<file path="src/rtl/ref_mer_meter.sv">
// Per-window I/Q reference-level and squared-slicer-error meter with valid/ack readout.
// Optional IIR smoothing of the reference levels is enabled by defining REF_SMOOTH_EN.
module ref_mer_meter #(
    parameter int WIDTH        = 18,
    parameter int LOG2_WIN     = 16,
    parameter int REF_INIT     = 1460,
    parameter int SMOOTH_SHIFT = 3
) (
    input  logic                           clk,
    input  logic                           reset,
    input  logic                           sym_clk_ena,
    input  logic signed [WIDTH-1:0]        recovered_i,
    input  logic signed [WIDTH-1:0]        recovered_q,
    input  logic signed [WIDTH-1:0]        filt_i,
    input  logic signed [WIDTH-1:0]        filt_q,
    input  logic [1:0]                     slice_i,
    input  logic [1:0]                     slice_q,
    input  logic                           meas_ack,
    output logic [WIDTH-1:0]               ref_i,
    output logic [WIDTH-1:0]               ref_q,
    output logic [2*WIDTH:0]               ref_power_i,
    output logic [2*WIDTH:0]               ref_power_q,
    output logic [2*WIDTH+LOG2_WIN-1:0]    err_sq_i,
    output logic [2*WIDTH+LOG2_WIN-1:0]    err_sq_q,
    output logic                           meas_valid,
    output logic                           overrun,
    output logic [LOG2_WIN-1:0]            win_count
);
    localparam int ACC_W = WIDTH - 1 + LOG2_WIN;
    localparam int SQ_W  = 2 * WIDTH;
    localparam int ESQ_W = 2 * WIDTH + LOG2_WIN;
    localparam int PW_W  = 2 * WIDTH + 1;
    localparam logic [WIDTH-1:0] REF_RST = WIDTH'(REF_INIT);
    localparam logic [PW_W-1:0]  PW_RST  = PW_W'((64'(5) * 64'(REF_INIT) * 64'(REF_INIT)) >> 2);

    function automatic logic [WIDTH-2:0] abs_sat(input logic signed [WIDTH-1:0] x);
        logic signed [WIDTH-1:0] n;
        n = -x;
        if (x == {1'b1, {(WIDTH-1){1'b0}}}) return '1;
        if (x[WIDTH-1]) return n[WIDTH-2:0];
        return x[WIDTH-2:0];
    endfunction

    function automatic logic signed [WIDTH:0] remap(input logic [WIDTH-1:0] r, input logic [1:0] code);
        logic signed [WIDTH:0] a, o;
        a = $signed({2'b00, r[WIDTH-1:1]});
        o = $signed({1'b0, r}) + a;
        case (code)
            2'b00:   return -o;
            2'b01:   return -a;
            2'b10:   return a;
            default: return o;
        endcase
    endfunction

    function automatic logic signed [WIDTH-1:0] sat_err(input logic signed [WIDTH+1:0] d);
        if (d[WIDTH+1:WIDTH-1] == 3'b000 || d[WIDTH+1:WIDTH-1] == 3'b111) return d[WIDTH-1:0];
        return d[WIDTH+1] ? {1'b1, {(WIDTH-1){1'b0}}} : {1'b0, {(WIDTH-1){1'b1}}};
    endfunction

    function automatic logic [PW_W-1:0] power(input logic [WIDTH-1:0] r);
        logic [PW_W+1:0] sq;
        sq = (PW_W+2)'(r) * (PW_W+2)'(r);
        sq = sq + (sq << 2);
        return sq[PW_W+1:2];
    endfunction

`ifdef REF_SMOOTH_EN
    function automatic logic [WIDTH-1:0] smooth(input logic [WIDTH-1:0] cur, input logic [WIDTH-1:0] nm);
        logic signed [WIDTH+1:0] d, s;
        d = $signed({2'b00, nm}) - $signed({2'b00, cur});
        s = $signed({2'b00, cur}) + (d >>> SMOOTH_SHIFT);
        if (s[WIDTH+1]) return '0;
        if (s[WIDTH:WIDTH-1] != 2'b00) return {1'b0, {(WIDTH-1){1'b1}}};
        return s[WIDTH-1:0];
    endfunction
`endif

    logic [ACC_W-1:0]        acc_i, acc_q, sum_i_p0, sum_q_p0;
    logic [ESQ_W-1:0]        esq_acc_i, esq_acc_q, esum_i_p0, esum_q_p0;
    logic signed [WIDTH+1:0] diff_i_p0, diff_q_p0;
    logic signed [SQ_W-1:0]  e_i_p0, e_q_p0;
    logic [SQ_W-1:0]         sq_i_p0, sq_q_p0;
    logic [WIDTH-1:0]        mean_i_p0, mean_q_p0, next_ref_i, next_ref_q;
    logic                    close_p0;

    // Stage p0: per-symbol abs, remap error and window totals including the current symbol
    always_comb begin
        close_p0   = sym_clk_ena && (win_count == '1);
        sum_i_p0   = acc_i + ACC_W'(abs_sat(recovered_i));
        sum_q_p0   = acc_q + ACC_W'(abs_sat(recovered_q));
        diff_i_p0  = filt_i - remap(ref_i, slice_i);
        diff_q_p0  = filt_q - remap(ref_q, slice_q);
        e_i_p0     = SQ_W'(sat_err(diff_i_p0));
        e_q_p0     = SQ_W'(sat_err(diff_q_p0));
        sq_i_p0    = e_i_p0 * e_i_p0;
        sq_q_p0    = e_q_p0 * e_q_p0;
        esum_i_p0  = esq_acc_i + ESQ_W'(sq_i_p0);
        esum_q_p0  = esq_acc_q + ESQ_W'(sq_q_p0);
        mean_i_p0  = {1'b0, sum_i_p0[ACC_W-1:LOG2_WIN]};
        mean_q_p0  = {1'b0, sum_q_p0[ACC_W-1:LOG2_WIN]};
`ifdef REF_SMOOTH_EN
        next_ref_i = smooth(ref_i, mean_i_p0);
        next_ref_q = smooth(ref_q, mean_q_p0);
`else
        next_ref_i = mean_i_p0;
        next_ref_q = mean_q_p0;
`endif
    end

    // Stage p1: accumulators, window results and handshake; ref_power trails ref by one register
    always_ff @(posedge clk) begin
        if (reset) begin
            acc_i       <= '0;
            acc_q       <= '0;
            esq_acc_i   <= '0;
            esq_acc_q   <= '0;
            ref_i       <= REF_RST;
            ref_q       <= REF_RST;
            ref_power_i <= PW_RST;
            ref_power_q <= PW_RST;
            err_sq_i    <= '0;
            err_sq_q    <= '0;
            meas_valid  <= 1'b0;
            overrun     <= 1'b0;
            win_count   <= '0;
        end else begin
            ref_power_i <= power(ref_i);
            ref_power_q <= power(ref_q);
            if (sym_clk_ena) begin
                win_count <= win_count + LOG2_WIN'(1);
                if (close_p0) begin
                    acc_i     <= '0;
                    acc_q     <= '0;
                    esq_acc_i <= '0;
                    esq_acc_q <= '0;
                    ref_i     <= next_ref_i;
                    ref_q     <= next_ref_q;
                    err_sq_i  <= esum_i_p0;
                    err_sq_q  <= esum_q_p0;
                end else begin
                    acc_i     <= sum_i_p0;
                    acc_q     <= sum_q_p0;
                    esq_acc_i <= esum_i_p0;
                    esq_acc_q <= esum_q_p0;
                end
            end
            // A close always leaves results pending; an ack on the same cycle only clears overrun
            if (close_p0) begin
                meas_valid <= 1'b1;
                if (meas_valid && !meas_ack) overrun <= 1'b1;
                else if (meas_valid && meas_ack) overrun <= 1'b0;
            end else if (meas_valid && meas_ack) begin
                meas_valid <= 1'b0;
                overrun    <= 1'b0;
            end
        end
    end
endmodule
</file>
<file path="config.mk">
export PLATFORM = sky130hd
export DESIGN_NAME = ref_mer_meter
export DESIGN_NICKNAME = d
export VERILOG_FILES = /design/src/rtl/ref_mer_meter.sv
export SDC_FILE = /design/constraint.sdc
export NUM_CORES = 2
export LEC_CHECK = 0
export ABC_AREA = 0
export CELL_PAD_IN_SITES_DETAIL_PLACEMENT = 0
export CELL_PAD_IN_SITES_GLOBAL_PLACEMENT = 1
export CORE_MARGIN = 4
export CORE_UTILIZATION = 49
export CTS_BUF_LIST = sky130_fd_sc_hd__clkbuf_4
export DETAILED_ROUTE_END_ITERATION = 16
export GPL_TIMING_DRIVEN = 0
export PLACE_DENSITY_LB_ADDON = 0.15
export SYNTH_ARGS = -nofsm -noshare
export SYNTH_HDL_FRONTEND = slang
export SYNTH_SLANG_ARGS = --single-unit
</file>
<file path="constraint.sdc">
create_clock -name clk -period 18.5 [get_ports clk]
set_clock_uncertainty 0.2 [all_clocks]
set_input_delay 3.7 -clock clk [delete_from_list [all_inputs] [get_ports clk]]
set_output_delay 3.7 -clock clk [all_outputs]
set_load 0.02 [all_outputs]
</file>
==> impl_results.md <==
- Status: finished clean
- Worst path buffer plus inverter count: 10
- Largest family of logic cells by synthesized area: adder cells
- CP most frequent cell: fa_1
- Clk pin slew, worst setup/hold paths: 0.07 ns
- Simple-gate portion of the synthesized area: 15.12%
- Placer Congestion: 0.9847
- Finished Layout Cells: 10,490
- Hold Path Origin: err_sq_i[14]
- Skew-Pair Late Insertion Delay: 1.00 ns
- Final WS setup: 0.7424 ns
- Layout cells sized above 1: 3.453%
- Adder-cell area share of the yosys netlist: 42.30%
- Post-synth EDFFs: 0
- Synthesized area per cell: 8.296 um2
- Slew headroom: 3.271%
- CP startpoint kind: input pin
- Max Freq: 56.31 MHz
- Critical Path Slowest Stage Cell: clkbuf_1
- Crit-path leading delay family: compound AO/OA/AOI/OAI gates
- Slew Limit Fails: 0
- Count of input and output buffers: 301
- Post-route minimum period: 17.76 ns
- HP Class: reg -> reg
- Antenna violations before repair: 4
- Final setup vio count: 0
- Hold_ws: 0.2566 ns
- Placed cells: 10,300
- Most frequent cells in the layout: 1,404 x inv_1, 983 x fa_1, 830 x nand2_1, 727 x ha_1, 672 x nor2_1
- Complex-gate fraction of the synthesized area: 15.08%
- TritonRoute pass-1 iters: 6
- Crit Path Class: in -> reg
- R2r startpoint: ref_i[5]
- Hold-fix buffers at CTS: 0
- Routed WL: 228,500 um
- Row count: 136
- Number of CTS-inserted buffers: 105
- Area delta synth->final: 9.934%
- CTS Buffer Depth: 3
- Ports: 312
- Overflow after GRT: 0
- Core area: 137,700 um2
- H-tree depth: 3
- Vias in the first global route: 60,080
- Drt first-iter violations: 4,210
- Crit path from: slice_i[0]
- Hold Fails Final Rpt: 0
- Worst Setup End Kind: flop
- Clock sink count: 396
- Seq/Total Area, Yosys: 11.65%
- Post-Syn Area: 68,030 um2
- Total GRT Usage: 31.29%
- Vias post-DR: 59,210
- Main synth FF type: dfxtp_1
- Mux contribution to synthesized area: 0.3016%
- Post-Synth XOR/XNOR Area: 5.957%
- Req. time, crit path: 19.14 ns
- Die Wd: 380.6 um
- Post-layout nets: 10,400
- Design area: 74,790 um2
- First-pass GRT wire length: 353,400 um
- Commonest non-fill, non-tap cell in the layout: inv_1
- CP arrival: 18.40 ns
- Period utilization: 95.99%
- Die area: 144,900 um2
- Hpwl dp: 190,200 um
- Crit path max fanout: 10
- Post-synth ARST share: 0%
- Area post-placement: 73,310 um2
- Maximum number of pins on one net before global-route repair: 15
- Initial Utilization: 49.42%
- Dpl ws: -0.9010 ns
- Max Cap Viol: 0
- Worst slew pin tran: 1.451 ns
- Ys Warns: 0
- CTS tree: done
- Die height: 380.6 um
- Cell variety after synth: 93
- Post-Synthesis Cells: 8,200
- WL/cell: 21.79 um
- CP peak stage delay: 0.59 ns
- Drt via density: 5.647
- Post-route DRC violation count: 0
- Synth Register Bits: 396
- Root Buffer: clkbuf_4
- Final ANT Viol Nets: 0
[worst reg2reg max path, delay by kind of cell (launching register included)]
kind | cells | cell delay [ns]
AOI/OAI and AO/OA | 24 | 6.14
xor gates and xnor gates | 5 | 1.00
adders and majority gates | 10 | 4.66
buffers and inverters | 9 | 2.83
DFF | 1 | 0.67
and+or+nand+nor | 7 | 1.98
[final timing paths]
kind	slack, ns	cells after the start	endpoint
worst max-delay path	0.74	51	err_sq_i[46]
worst min-delay path	0.26	2	err_sq_i[14]
worst max register to register	0.85	55	err_sq_i[46]
worst min register to register	0.26	2	err_sq_i[14]
[repair_timing]
| item | CTS | global route |
|---|---|---|
| pin swaps | 0 | 0 |
| cloned | 0 | 0 |
| setup buffers | 0 | 0 |
| hold endpoints to repair | 0 | 0 |
| setup endpoints to repair | 10 | 63 |
| gates resized for setup | 2 | 62 |
[layout make-up]
cell class                      count  area [um2]
Tap cell                         1794        2245
Inverter                         1432        5401
Clock buffer                      146        1096
Multi-Input combinational cell   6080       53680
Sequential cell                   396        7929
Fill cell                       13300       62880
Timing Repair Buffer              301        3013
Clock inverter                     39       262.8
Buffer                            295        1156
Antenna cell                        2       5.005
[through the flow]
| step | util [%] | setup TNS [ns] |
|---|---|---|
| 3_5_place_dp | 53.25 | -20.34 |
| 3_3_place_gp | 53.25 | -22.63 |
| 4_1_cts | 54.24 | 0 |
| 5_1_grt | 54.33 | -0.2079 |
| 6_report | 54.33 | 0 |
| 2_1_floorplan | - | 0 |
[registers in the layout, summed over array words and instances (netlist names), named ones only]
name and flops:
ref_i 17, acc_i 33, err_sq_i 52, meas_valid 1
ref_power_i 35, ref_power_q 35, ref_q 17, esq_acc_i 52
acc_q 33, win_count 16, err_sq_q 52, esq_acc_q 52
[layer usage]
layer | GRT usage, % | vias up | wire length, um | part of all wire (%)
li1 | - | 27700 | - | -
met1 | 41.21 | 29010 | 95830 | 42
met2 | 50.87 | 2041 | 104800 | 46
met3 | 5.650 | 455 | 17070 | 7.5
met4 | 13.07 | 0 | 10770 | 4.7
met5 | 0 | - | 0 | 0
[cells in the mapped netlist, types with 175 or more instances]
master       n  area [um2]
xnor2_1    284        2487
o21ai_0    301        1506
fa_1       983       19680
dfxtp_1    396        7928
nand2_1    830        3115
clkbuf_1   272        1021
nand3_1    182       910.9
xor2_1     175        1533
ha_1       727        9096
nor2_1     675        2534
inv_1     1404        5270
a21oi_1    498        2492
[logic make-up after synthesis]
family | after synthesis
buf+inv | 1729
simple gates | 2279
mux | 17
compound gates | 1607
other cells | 1
flops | 396
fa+ha+maj | 1710
xor+xnor | 461
Power is not shown: default switching activity piles up to over one toggle a cycle in this logic, so the estimate is an artifact.
